$ cat src/rtl/move_entry.sv
// move_entry: cursor-driven move builder feeding the validator, with a fixed settling window before sampling its verdict.
module move_entry #(
  parameter int CHECK_CYCLES = 2
) (
  input  logic        clk,
  input  logic        reset,
  input  logic        btnU,
  input  logic        btnD,
  input  logic        btnL,
  input  logic        btnR,
  input  logic        btnC,
  input  logic        allowMove,
  output logic [13:0] moveData,
  output logic        moveValid,
  output logic        moveReject,
  output logic [5:0]  cursor,
  output logic [1:0]  state,
  output logic        turn
);
  typedef enum logic [1:0] {SEL_SRC = 2'b00, SEL_DST = 2'b01, CHECK = 2'b10} state_t;
  localparam int CW = CHECK_CYCLES > 1 ? $clog2(CHECK_CYCLES) : 1;
  localparam logic [CW-1:0] LAST = CW'(CHECK_CYCLES - 1);
  state_t st;
  logic [CW-1:0] cnt;
  logic [5:0] src, moved;
  logic [2:0] col, row;
  assign state = st;
  assign col = cursor[5:3];
  assign row = cursor[2:0];
  // U > D > L > R; btnC outranks all of these and is handled in the FSM
  always_comb
    moved = btnU ? {col, row == 3'd0 ? row : row - 3'd1} :
            btnD ? {col, row == 3'd7 ? row : row + 3'd1} :
            btnL ? {col == 3'd0 ? col : col - 3'd1, row} :
            btnR ? {col == 3'd7 ? col : col + 3'd1, row} : cursor;
  always_ff @(posedge clk) begin
    if (reset) begin
      st <= SEL_SRC;
      cursor <= 6'd39;
      src <= '0;
      cnt <= '0;
      moveData <= '0;
      moveValid <= 1'b0;
      moveReject <= 1'b0;
      turn <= 1'b0;
    end else begin
      moveValid <= 1'b0;
      moveReject <= 1'b0;
      case (st)
        SEL_SRC, SEL_DST: begin
          if (btnC) begin
            if (st == SEL_SRC) begin
              src <= cursor;
              st <= SEL_DST;
            end else if (cursor == src) begin
              st <= SEL_SRC;
            end else begin
              moveData <= {turn, 1'b0, src, cursor};
              cnt <= '0;
              st <= CHECK;
            end
          end else begin
            cursor <= moved;
          end
        end
        default: begin
          if (cnt == LAST) begin
            moveValid <= allowMove;
            moveReject <= !allowMove;
            turn <= turn ^ allowMove;
            st <= SEL_SRC;
          end else begin
            cnt <= cnt + CW'(1);
          end
        end
      endcase
    end
  end
endmodule

$ cat config.mk
export PLATFORM = sky130hd
export DESIGN_NAME = move_entry
export DESIGN_NICKNAME = d
export VERILOG_FILES = /design/src/rtl/move_entry.sv
export SDC_FILE = /design/constraint.sdc
export NUM_CORES = 1
export LEC_CHECK = 0
export CAP_MARGIN = 20
export CORE_UTILIZATION = 46
export CTS_CLUSTER_SIZE = 30
export DETAILED_ROUTE_END_ITERATION = 7
export PLACE_DENSITY = 0.83
export SYNTH_ARGS = -nofsm -noshare
export SYNTH_HDL_FRONTEND = slang
export SYNTH_SLANG_ARGS = --single-unit
export TNS_END_PERCENT = 1
$ cat constraint.sdc
create_clock -name clk -period 1.5 [get_ports clk]
set_input_delay 0.15 -clock clk [delete_from_list [all_inputs] [get_ports clk]]
set_output_delay 0.15 -clock clk [all_outputs]
set_load 0.005 [all_outputs]
==> results of run 1 <==
-- metal layers --
| metal | track usage, % | vias up | part of all wire [%] |
|---|---|---|---|
| li1 | - | 760 | - |
| met2 | 32.3 | 44 | 46 |
| met4 | 6.67 | 0 | 1.1 |
| met3 | 6.51 | 5 | 4.6 |
| met1 | 31.5 | 723 | 48 |
| met5 | 0 | - | 0 |
-- metrics by stage --
step	hold slack [ps]	worst slack [ps]	power, uW
final	401	-23.1	2000
after global routing	407	-158	2120
after CTS	394	7.93	2000
after detailed placement	496	-355	1440
after global placement	483	-304	1420
after floorplan	227	-62.1	1210
-- layout by cell type, fill, tap and decap left out, types with 3 or more instances in the layout --
master            n
dfxtp_1          24
dfxtp_4           3
nand2_1           3
dlymetal6s2s_1    5
nand3_1          15
clkbuf_4          5
mux2i_1           6
xor2_1            8
buf_4            21
nor2_1           13
clkdlybuf4s50_1  25
nor3_1            5
nand2b_1         13
nand4_1          13
nor3b_1          10
dfxtp_2           4
inv_1             7
xnor2_1           3
a32oi_1          13
-- logic make-up (layout without fill, tap and decap cells) --
logic type / count (synthesis) / after routing / synth area share, %
flip-flops: 31 / 31 / 38.1
XOR/XNOR: 11 / 11 / 5.92
adder cells (fa/ha/maj): 2 / 2 / 2.46
buffers and inverters: 22 / 70 / 5.77
AO/OA/AOI/OAI: 23 / 23 / 11.1
multiplexers: 6 / 6 / 3.69
other: 1 / 1 / 0.230
AND/OR/NAND/NOR: 87 / 87 / 32.7
-- synthesized netlist by cell type, types with 2 or more instances --
master,instances
nor2_1,14
nor3b_1,10
a21oi_1,2
nand3_1,15
inv_1,7
nor3_1,5
fa_1,2
nand4_1,13
nand2_1,3
clkbuf_1,10
xnor2_1,3
dfxtp_1,31
mux2i_1,6
nor2b_1,2
o21ai_0,2
buf_1,3
a32oi_1,13
nand2b_1,13
nand4b_1,2
xor2_1,8
a211oi_1,2
-- flip-flops by register name (all words and copies together), names as in the netlist --
| register | count |
|---|---|
| src | 6 |
| turn | 1 |
| state | 2 |
| moveValid | 1 |
| moveData | 13 |
| cnt | 1 |
| moveReject | 1 |
| cursor | 6 |
-- timing repair --
action / 4_1_cts / 5_1_grt
gates cloned: 0 / 0
pin swaps: 1 / 1
gates resized for setup: 9 / 11
hold buffers: 0 / 0
setup endpoints to repair: 8 / 21
-- power by group through the flow --
stage / Combinational, uW / Clock [uW] / Sequential [uW]
2_1_floorplan: 256 / 0 / 950
5_1_grt: 542 / 631 / 947
6_report: 492 / 570 / 938
3_3_place_gp: 472 / 0 / 951
4_1_cts: 486 / 577 / 938
3_5_place_dp: 484 / 0 / 952
-- path summary, 6_finish.rpt --
path	cells past startpoint	to	slack, ps	startpoint
max	5	cursor[4]$_SDFFE_PP0P_	-20	cursor[3]$_SDFFE_PP0P_
min	2	moveReject$_SDFF_PP0_	400	allowMove
max reg2reg	5	cursor[4]$_SDFFE_PP0P_	-20	cursor[3]$_SDFFE_PP0P_
min reg2reg	2	moveData[2]$_SDFFE_PP0P_	510	moveData[2]$_SDFFE_PP0P_
-- cell type report --
cell class / count / area (sq um)
flip-flops and latches: 31 / 637
clock buffers: 8 / 68.8
multi-input cells: 130 / 921
inverters: 7 / 26.3
fillers: 296 / 1120
well taps: 46 / 57.6
repair buffers: 55 / 531
==> flow_metrics.tcl, run 1 <==
set metrics [dict create \
    violations "negative setup slack" \
    arrival_ps 1750 \
    grt_max_degree 31 \
    critPathMaxFanout 5 \
    fin_cells 277 \
    cap_violations 0 \
    grt_first_pass_wirelength_um 6070 \
    crit_family "simple AND/OR/NAND/NOR gates" \
    cts_tree "done" \
    grtUsageTotal_pct 22.1 \
    cts_setup_buffers 0 \
    power.internal_uw 1410 \
    drc 0 \
    synth_nets 193 \
    power_switching_uw 590 \
    hp-class "in2reg" \
    fmax_mhz 657 \
    required_ps 1730 \
    finalInstanceArea_sq_mm 0.00224 \
    pwr-share-clk_pct 28.5 \
    fin_ws_ps -23.1 \
    dpl_cell_area_sq_mm 0.00213 \
    htreeDepth 2 \
    crit_type "reg2reg" \
    dp_hpwl_um 2670 \
    io_pins 33 \
    cts_buffer_depth 2 \
    io_buffers 31 \
    p_sw_share_pct 29.5 \
    syn_area_per_cell_sq_um 8.90 \
    drive_above_1_share_pct 19.0 \
    max_stage_delay_ps 400 \
    crit_buf_inv 1 \
    synth.area.top_cells "dfxtp_1 (38%), a32oi_1 (7.0%), nand2b_1 (5.0%)" \
    finalWeightedCongestion 0.805 \
    synth-seq-cells 31 \
    num_vias 1532 \
    ir_worst_vdd_mv 0.712 \
    cp-end-kind "flop" \
    syn_inst 183 \
    routedWlPerCell_um 14.0 \
    placed_cells 269 \
    cts_buffers 5 \
    synth_edf_count 0 \
    core_sq_mm 0.00336 \
    setup_viol 1 \
    slowest_stage "nor4_4" \
    grt_overflow 0 \
    synthArstFlopShare_pct 0 \
    vias_per_cell 5.53 \
    ys_warn_count 0 \
    clk_latency_ps 340 \
    firstDrtPassIters 4 \
    fin_worst_skew_ps 11.2 \
    die_width_um 61.5 \
    initial_utilization_pct 48.4 \
    cts_sinks 31 \
    utilization_pct 66.6 \
    nNetsFinal 240 \
    die-area_sq_mm 0.00378 \
    finalCriticalPeriod_ps 1520 \
    syn2layout_area_growth_pct 37.7 \
    netlist_area_sq_mm 0.00163 \
    drtIter0Drc 103 \
    ctsRootBufferMaster "clkbuf_4" \
    ys_types 38 \
    yosysTopAreaCell "dfxtp_1" \
    cellLeakagePower_uw 0.000908 \
    run_status "finished, violations left" \
    diodes 0 \
    comb_power_share_pct 24.6 \
    path_cells "buf_4 -> and4b_1 -> nor4_4 -> nor2_1 -> a211oi_1" \
    power_frac_seq_pct 46.9 \
    tns_ps -23.1 \
    std_cell_rows 21 \
    critPathLaunchType "flop" \
    ys_seq_area_share_pct 38.1 \
    die_y_um 61.5 \
    fin_crit_sh_pct 102 \
    wirelength_um 3880 \
    synth_top_area_share_pct 38.1 \
    cts.clk_slew.worst_paths_ps 100 \
    drv_slew 0 \
    synth_ff_type "dfxtp_1" \
    powerDensity_mw_per_mm2 893 \
    grt_pass1_vias 1257 \
    hold_violations 0 \
    rsz0062_at_grt "true" \
    drtAntennaViolNets 0 \
    antenna_found_initial 0 \
]
No activity file was read; power rests on OpenSTA's default activity.
==> run 2: changes to the inputs <==
--- a/config.mk
+++ b/config.mk
@@ -6,6 +6,7 @@
 export NUM_CORES = 1
 export LEC_CHECK = 0
 export CAP_MARGIN = 20
+export CORE_ASPECT_RATIO = 0.7
 export CORE_UTILIZATION = 46
 export CTS_CLUSTER_SIZE = 30
 export DETAILED_ROUTE_END_ITERATION = 7
==> run 2 against run 1 <==
Effect of this change:
- the run still ends with negative setup slack left
- clock skew fell by 5.6 ps
- clock-buffer cell count fell by 1
- via count rose by 2.5%
- die area rose by 0.11%
- non-clock buffer count fell by 2
- combinational power fell by 4%
==> flow_metrics.tcl, run 2 (synthesis results as in run 1) <==
set metrics [dict create \
    std_cell_rows 17 \
    violations "negative setup slack" \
    finalCriticalPeriod_ps 1510 \
    grt_pass1_vias 1411 \
    pwr-share-clk_pct 30.6 \
    io_pins 33 \
    fin_worst_skew_ps 5.67 \
    hp-class "in2reg" \
    critPathMaxFanout 5 \
    firstDrtPassIters 4 \
    mostFrequentLayoutCell "clkdlybuf4s50_1" \
    cts_sinks 31 \
    whs_ps 484 \
    io_buffers 31 \
    syn2layout_area_growth_pct 36.8 \
    initial_utilization_pct 50.0 \
    die_y_um 51.8 \
    antenna_found_initial 0 \
    die-area_sq_mm 0.00378 \
    cts_buffer_depth 2 \
    cellLeakagePower_uw 0.000864 \
    ctsRootBufferMaster "clkbuf_8" \
    rsz0062_at_grt "true" \
    htreeDepth 2 \
    hold_violations 0 \
    comb_power_share_pct 23.2 \
    top_regs "moveData x13, cursor x6, src x6" \
    finalWeightedCongestion 0.847 \
    grtUsageTotal_pct 21.9 \
    crit_type "in2reg" \
    cap_violations 0 \
    run_status "finished, violations left" \
    setup_viol 1 \
    drtAntennaViolNets 0 \
    drtIter0Drc 124 \
    grt_first_pass_wirelength_um 6250 \
    p_sw_share_pct 29.3 \
    fin_ws_ps -5.86 \
    dp_hpwl_um 2650 \
    vias_per_cell 5.69 \
    r2r-start "cursor[0]$_SDFFE_PP1P_" \
    worst_pin_slew_ps 582 \
    cts.clk_slew.worst_paths_ps 60 \
    core_sq_mm 0.00325 \
    wirelength_um 3840 \
    critPathLaunch "btnD" \
    fin_crit_sh_pct 100 \
    final_cell_mix "clkdlybuf4s50_1 (30), dfxtp_1 (27), buf_4 (20)" \
    powerDensity_mw_per_mm2 916 \
    postCtsHoldBufs 0 \
    ir_worst_vdd_mv 0.569 \
    drive_above_1_share_pct 18.3 \
    routedWlPerCell_um 13.9 \
    grt_overflow 0 \
    grt_max_degree 28 \
    power_frac_seq_pct 46.2 \
    pre_cts_slack_ps -392 \
    cp-end-kind "flop" \
    cts_buffers 5 \
    power_switching_uw 598 \
    critPathLaunchType "primary input" \
    num_vias 1570 \
    fmax_mhz 664 \
    die_width_um 73.1 \
    clk_latency_ps 290 \
    power.internal_uw 1440 \
    largest_reg_flops 13 \
    required_ps 1700 \
    cts_setup_buffers 0 \
    diodes 0 \
    drv_slew 0 \
    cts_tree "done" \
    top_register "moveData" \
    slew_headroom_pct 61.1 \
    hold_start "allowMove" \
    arrival_ps 1710 \
    nNetsFinal 238 \
    drc 0 \
]
-- run 2: cell count changes in the layout (fill, tap and decap cells not counted), sizes merged --
| cell | delta |
|---|---|
| clkinv | +1 |
| clkbuf | -1 |
| buf | -2 |
| clkdlybuf4s50 | +5 |
| dlymetal6s2s | -5 |
-- run 2: per-layer routing --
metal,track usage (%),vias up,routed length (um)
li1,-,763,-
met1,29.5,742,1790
met2,32.7,56,1740
met3,7.36,9,254
met4,7.52,0,52
met5,0,-,0
-- run 2: power by group through the flow --
stage	combinational, uW	clock [uW]	sequential, uW
5_1_grt	514	675	950
3_3_place_gp	449	0	951
4_1_cts	465	639	938
3_5_place_dp	461	0	954
6_report	474	624	943
2_1_floorplan	256	0	950
-- run 2: path summary, 6_finish.rpt --
kind / endpoint / slack (ps) / cells after the start
setup / recovery: cursor[5]$_SDFFE_PP1P_ / -6 / 5
hold / removal: moveReject$_SDFF_PP0_ / 480 / 2
setup reg to reg: cursor[0]$_SDFFE_PP1P_ / 10 / 5
hold reg to reg: moveData[6]$_SDFFE_PP0P_ / 500 / 2
-- run 2: repair_timing --
item / CTS / global route
setup endpoints to repair: 21 / 14
resized for setup: 5 / 9
pin swaps: 2 / 6
-- run 2: per-stage QoR --
| stage | util, % | TNS [ps] | instances | cell area, sq um | total power (uW) |
|---|---|---|---|---|---|
| 2_1_floorplan | - | -620 | 183 | 1630 | 1210 |
| 3_3_place_gp | 64.7 | -3370 | 268 | 2110 | 1400 |
| 3_5_place_dp | 64.7 | -4220 | 268 | 2110 | 1410 |
| 4_1_cts | 67.4 | -0.0533 | 276 | 2190 | 2040 |
| 5_1_grt | 68.4 | -231 | 276 | 2230 | 2140 |
| 6_report | 68.4 | -5.86 | 276 | 2230 | 2040 |
-- run 2: worst max-delay path, cell delays in order --
cell and delay [ps]:
clkdlybuf4s50_1 440, or4_4 580, nor4_4 260, a211oi_1 130, a31oi_1 150
-- run 2: cell type report --
type	instances	area [sq um]
clock buffer	7	76.3
clock inverter	1	5.00
fill	275	1030
inverter	7	26.3
multi-input combinational	130	940
sequential	31	631
tap	47	58.8
timing repair buffer	53	490
